[config.mk]
export PLATFORM = sky130hd
export DESIGN_NAME = rstmgr_seq
export DESIGN_NICKNAME = d
export VERILOG_FILES = /design/src/rtl/rstmgr_pkg.sv /design/src/rtl/rst_sync.sv /design/src/rtl/rstmgr_seq.sv
export SDC_FILE = /design/constraint.sdc
export NUM_CORES = 1
export LEC_CHECK = 0
export BUFFER_PORTS_ARGS = -buffer_cell sky130_fd_sc_hd__buf_4
export CAP_MARGIN = 5
export CORE_MARGIN = 10
export CORE_UTILIZATION = 55
export DETAILED_ROUTE_END_ITERATION = 16
export GPL_ROUTABILITY_DRIVEN = 0
export PLACE_DENSITY = 0.77
export SLEW_MARGIN = 30
export SYNTH_ARGS = -nofsm -noshare
export SYNTH_HDL_FRONTEND = slang
export SYNTH_SLANG_ARGS = --single-unit
[constraint.sdc]
create_clock -name clk_i -period 2.08 [get_ports clk_i]
set_clock_uncertainty 0.15 [all_clocks]
set_input_delay 0.208 -clock clk_i [delete_from_list [all_inputs] [get_ports clk_i]]
set_output_delay 0.208 -clock clk_i [all_outputs]
set_load 0.01 [all_outputs]
[src/rtl/rstmgr_pkg.sv]
// Shared types and constants for the sequenced SoC reset manager.
package rstmgr_pkg;

  typedef enum logic [1:0] {
    STRETCH = 2'd0,
    RELEASE = 2'd1,
    RUN     = 2'd2
  } rst_state_e;

  localparam int CausePor  = 0;
  localparam int CauseNdm  = 1;
  localparam int CauseSw   = 2;
  localparam int CauseWdog = 3;
  localparam int NumCauses = 4;

  localparam logic [NumCauses-1:0] CauseResetVal = 4'b0001;

  function automatic int max_int(input int a, input int b);
    return (a > b) ? a : b;
  endfunction

endpackage

[src/rtl/rst_sync.sv]
// Multi-flop level synchroniser; clears to 0 while the pad reset is asserted.
module rst_sync #(
  parameter int Stages = 2
) (
  input  logic i_clk,
  input  logic i_rst_n,
  input  logic i_d,
  output logic o_q
);

  logic [Stages-1:0] r_sync;

  always_ff @(posedge i_clk or negedge i_rst_n) begin
    if (!i_rst_n) begin
      r_sync <= '0;
    end else begin
      r_sync <= {r_sync[Stages-2:0], i_d};
    end
  end

  assign o_q = r_sync[Stages-1];

endmodule

[src/rtl/rstmgr_seq.sv]
// Reset manager: merges POR with synchronised reset requests, stretches the
// merged reset and releases NumDomains active-low resets in ascending order.
module rstmgr_seq
  import rstmgr_pkg::*;
#(
  parameter int NumDomains    = 3,
  parameter int SyncStages    = 2,
  parameter int StretchCycles = 16,
  parameter int SeqGap        = 4
) (
  input  logic                  clk_i,
  input  logic                  rst_ni,
  input  logic                  ndmreset_i,
  input  logic                  sw_rst_req_i,
  input  logic                  wdog_rst_i,
  input  logic                  prog_hold_i,
  input  logic                  cause_clr_i,
  output logic [NumDomains-1:0] rst_no,
  output logic                  rst_busy_o,
  output logic [NumCauses-1:0]  rst_cause_o
);

  localparam int CntW = $clog2(max_int(StretchCycles, SeqGap) + 1);
  localparam int IdxW = $clog2(NumDomains + 1);

  localparam logic [CntW-1:0] StretchLast = CntW'(StretchCycles - 1);
  localparam logic [CntW-1:0] GapLast     = CntW'(SeqGap - 1);
  localparam logic [IdxW-1:0] IdxLast     = IdxW'(NumDomains - 1);

  // Synchroniser lanes: 0 ndm, 1 sw, 2 wdog, 3 programming hold.
  logic [3:0] w_async;
  logic [3:0] w_sync;

  assign w_async = {prog_hold_i, wdog_rst_i, sw_rst_req_i, ndmreset_i};

  for (genvar gi = 0; gi < 4; gi++) begin : g_sync
    rst_sync #(
      .Stages (SyncStages)
    ) u_rst_sync (
      .i_clk   (clk_i),
      .i_rst_n (rst_ni),
      .i_d     (w_async[gi]),
      .o_q     (w_sync[gi])
    );
  end

  logic w_req_any;
  logic w_restart;
  assign w_req_any = |w_sync[2:0];
  assign w_restart = w_req_any | w_sync[3];

  rst_state_e            r_state;
  logic [CntW-1:0]       r_cnt;
  logic [IdxW-1:0]       r_idx;
  logic [NumDomains-1:0] r_rst_n;
  logic                  r_busy;
  logic [NumCauses-1:0]  r_cause;

  // One-hot select of the domain that the current gap expiry releases.
  logic [NumDomains-1:0] w_rel_mask;
  for (genvar gi = 0; gi < NumDomains; gi++) begin : g_rel_mask
    assign w_rel_mask[gi] = (r_idx == IdxW'(gi));
  end

  logic [NumCauses-1:0] w_cause_set;
  logic [NumCauses-1:0] w_cause_next;

  always_comb begin
    w_cause_set            = '0;
    w_cause_set[CauseNdm]  = w_sync[0];
    w_cause_set[CauseSw]   = w_sync[1];
    w_cause_set[CauseWdog] = w_sync[2];
    // A set on the same edge as a clear must survive.
    w_cause_next = (cause_clr_i ? '0 : r_cause) | w_cause_set;
  end

  always_ff @(posedge clk_i or negedge rst_ni) begin
    if (!rst_ni) begin
      r_state <= STRETCH;
      r_cnt   <= '0;
      r_idx   <= '0;
      r_rst_n <= '0;
      r_busy  <= 1'b1;
      r_cause <= CauseResetVal;
    end else begin
      r_cause <= w_cause_next;
      unique case (r_state)
        STRETCH: begin
          if (w_restart) begin
            r_cnt <= '0;
          end else if (r_cnt == StretchLast) begin
            r_cnt      <= '0;
            r_rst_n[0] <= 1'b1;
            if (NumDomains == 1) begin
              r_state <= RUN;
              r_busy  <= 1'b0;
            end else begin
              r_state <= RELEASE;
              r_idx   <= IdxW'(1);
            end
          end else begin
            r_cnt <= r_cnt + CntW'(1);
          end
        end
        RELEASE: begin
          if (w_restart) begin
            r_state <= STRETCH;
            r_cnt   <= '0;
            r_idx   <= '0;
            r_rst_n <= '0;
            r_busy  <= 1'b1;
          end else if (r_cnt == GapLast) begin
            r_cnt   <= '0;
            r_rst_n <= r_rst_n | w_rel_mask;
            r_idx   <= r_idx + IdxW'(1);
            if (r_idx == IdxLast) begin
              r_state <= RUN;
              r_busy  <= 1'b0;
            end
          end else begin
            r_cnt <= r_cnt + CntW'(1);
          end
        end
        RUN: begin
          if (w_restart) begin
            r_state <= STRETCH;
            r_cnt   <= '0;
            r_idx   <= '0;
            r_rst_n <= '0;
            r_busy  <= 1'b1;
          end
        end
        default: begin
          r_state <= STRETCH;
          r_cnt   <= '0;
          r_idx   <= '0;
          r_rst_n <= '0;
          r_busy  <= 1'b1;
        end
      endcase
    end
  end

  assign rst_no      = r_rst_n;
  assign rst_busy_o  = r_busy;
  assign rst_cause_o = r_cause;

endmodule
==> results_dict.tcl <==
set metrics [dict create \
    status "completed" \
    syn_avg_cell_area_um2 12.58 \
    route.detailed.drc 0 \
    die_w_um 65.38 \
    total_power_uw 768.0 \
    fp.coreArea_um2 1962 \
    cp_common_cell "ha_1" \
    relSlewSlack_pct 71.28 \
    fin_tns_setup_ns 0 \
    cts_resized 0 \
    min-delay-path-class "primary input to asynchronous set/reset pin" \
    regArea_um2 628.1 \
    io_pins 15 \
    yosysWarningCount 0 \
    start_kind "flop" \
    worstPathArrival_ns 1.90 \
    grt_pass1_wl_um 3339 \
    cp_max_fo 4 \
    max_slew.worst_pin.slew_ns 0.4290 \
    cts_buffers 3 \
    ys_ff_latch 25 \
    finalHoldViolations 0 \
    overflow 0 \
    via_per_inst 5.348 \
    cp-end-kind "flop" \
    final_max_slew_viol_count 0 \
    wl_met2_um 918 \
    initialDrtViolationCount 15 \
    period_minus_slack_ns 1.828 \
    ctsHtreeMaxLevel 1 \
    antenna_cells 0 \
    syn_area_um2 1132 \
    leakage_nw 0.6066 \
    initial_core_util_pct 57.72 \
    critPathRequiredTime_ns 2.15 \
    die_area_um2 4274 \
    wl_per_cell_um 13.71 \
    rows 16 \
    grt_setup_unrepaired "no" \
    multi_input_area_um2 470.5 \
    ir_drop_mv 0.4907 \
    fill_cells 150 \
    grt_usage_pct 9.972 \
    wl_um 1933 \
    antenna_found_initial 0 \
    final_cell_mix "dfrtp_1 (23), buf_4 (16), inv_1 (7)" \
    grt_pass1_vias 782 \
    max_cap_violations 0 \
    path_clk_slew_ns 0.13 \
    async_flop_share_pct 100.0 \
    clock_sinks 25 \
    worstSetupPathType "flop to flop" \
    synth_cell_type_count 33 \
    clockRootBuffer "clkbuf_4" \
    layout-drive-gt1-share_pct 27.19 \
    p_per_area_nw_per_um2 561.1 \
    final_common_cell "dfrtp_1" \
    min_period_over_period_pct 87.88 \
    cts_buffer_depth 2 \
    fmax_ghz 0.5471 \
    synth_nets 103 \
    io_buffers 14 \
    worst_path_max_delay_cell "dfrtp_1" \
    synth_ff_type "dfrtp_1" \
    cp_cell_sequence "ha_1, nand3_1, inv_1, ha_1, a211oi_1, a21oi_2, o22a_1" \
    ant_nets 0 \
    dieHeight_um 65.38 \
    synth_enable_flop_cells 0 \
    syn_to_final_growth_pct 20.88 \
    netlist_instances 90 \
    nets 128 \
    clk_latency_ns 0.32 \
    wl_met1_um 896 \
    slowest_delay_ns 0.42 \
    grt_max_degree 26 \
    synth-seq-area-share_pct 55.47 \
    setup_viol 0 \
    first_pass_iters 4 \
    post-dp-hpwl_um 1465 \
    cts_tree "yes" \
    route.met3.wl_um 65 \
    dr.max_layer_used "met4" \
    via_count 754 \
]
## timing repair
action,4_1_cts,5_1_grt
hold buffers,6,0
endpoints found under the hold margin,30,0
buffers inserted,0,0
## logic make-up (layout without fill, tap and decap cells)
kind of cell | count (synthesis) | in the layout | synth area share [%]
adders and majority gates | 6 | 6 | 6.630
muxes | 4 | 4 | 3.646
buffers and inverters | 9 | 33 | 2.984
and+or+nand+nor | 22 | 22 | 14.36
AOI/OAI and AO/OA | 22 | 22 | 15.36
xor gates and xnor gates | 2 | 2 | 1.547
DFF | 25 | 25 | 55.47
## critical path, delay by kind of cell (launching register included)
kind	cells	cell delay, ns
buffers and inverters	1	0.05
AO/OA/AOI/OAI	3	0.54
adder cells (fa/ha/maj)	2	0.45
flip-flops	1	0.42
AND/OR/NAND/NOR	1	0.11
## sequential cells by signal (all words and copies together) (netlist names)
register	cells
rst_busy_o	1
g_sync.u_rst_sync.r_sync	8
r_cnt	5
rst_cause_o	4
r_state	2
r_idx	2
rst_no	3
## path summary, 6_finish.rpt
check,start,endpoint,slack [ns],depth (start not counted)
max in group asynchronous,rst_ni,rst_cause_o[0]$_DFFE_PN1P_,1.36,2
min reg2reg,g_sync[3].u_rst_sync.r_sync[0]$_DFF_PN0_,g_sync[3].u_rst_sync.r_sync[1]$_DFF_PN0_,0.22,0
min in group clk_i,g_sync[3].u_rst_sync.r_sync[0]$_DFF_PN0_,g_sync[3].u_rst_sync.r_sync[1]$_DFF_PN0_,0.22,0
min,rst_ni,rst_no[2]$_DFFE_PN0P_,0.14,2
max reg2reg,r_cnt[0]$_DFFE_PN0N_,rst_no[0]$_DFFE_PN0P_,0.25,7
max,r_cnt[0]$_DFFE_PN0N_,rst_no[0]$_DFFE_PN0P_,0.25,7
## power by group
group          switching (mW)  leakage (nW)  internal, mW
clock                   0.141        0.0139        0.0734
sequential            0.00859         0.314         0.498
combinational          0.0205         0.279        0.0258
## Yosys cell counts (all sizes together), types with 3 or more instances
| library cell | instances | area [um2] |
|---|---|---|
| nand2b | 4 | 32.53 |
| nand3 | 4 | 20.02 |
| ha | 6 | 75.07 |
| a21oi | 5 | 32.53 |
| inv | 7 | 26.28 |
| nor2 | 4 | 15.01 |
| nor2b | 4 | 27.53 |
| a21o | 3 | 23.77 |
| a22o | 3 | 26.28 |
| dfrtp | 23 | 575.6 |
| mux2i | 3 | 30.03 |
| nand2 | 3 | 11.26 |
## metrics by stage
step	instance area (um2)	hold slack, ns	cells	utilization (%)	worst slack (ns)
6_report	1369	0.1412	141	69.77	0.2521
2_1_floorplan	1132	-0.2376	90	-	0.3508
4_1_cts	1369	0.1468	141	69.77	0.2408
3_3_place_gp	1279	-0.03326	131	65.18	0.2914
5_1_grt	1369	0.1421	141	69.77	0.09803
3_5_place_dp	1279	-0.02774	131	65.18	0.2605
## area by class of cell
| class | instances | share of cell area [%] |
|---|---|---|
| Clock buffer | 3 | 1.645 |
| Clock inverter | 1 | 0.5484 |
| Inverter | 7 | 1.920 |
| Multi-Input combinational cell | 56 | 34.37 |
| Sequential cell | 25 | 45.89 |
| Tap cell | 27 | 2.468 |
| Timing Repair Buffer | 22 | 13.16 |
## layer usage
metal / track usage (%) / vias up
met2: 15.61 / 11
li1: - / 366
met3: 2.881 / 5
met5: 0 / -
met4: 7.219 / 0
met1: 11.37 / 372
Note: power is estimated with default switching activity, not from simulation.
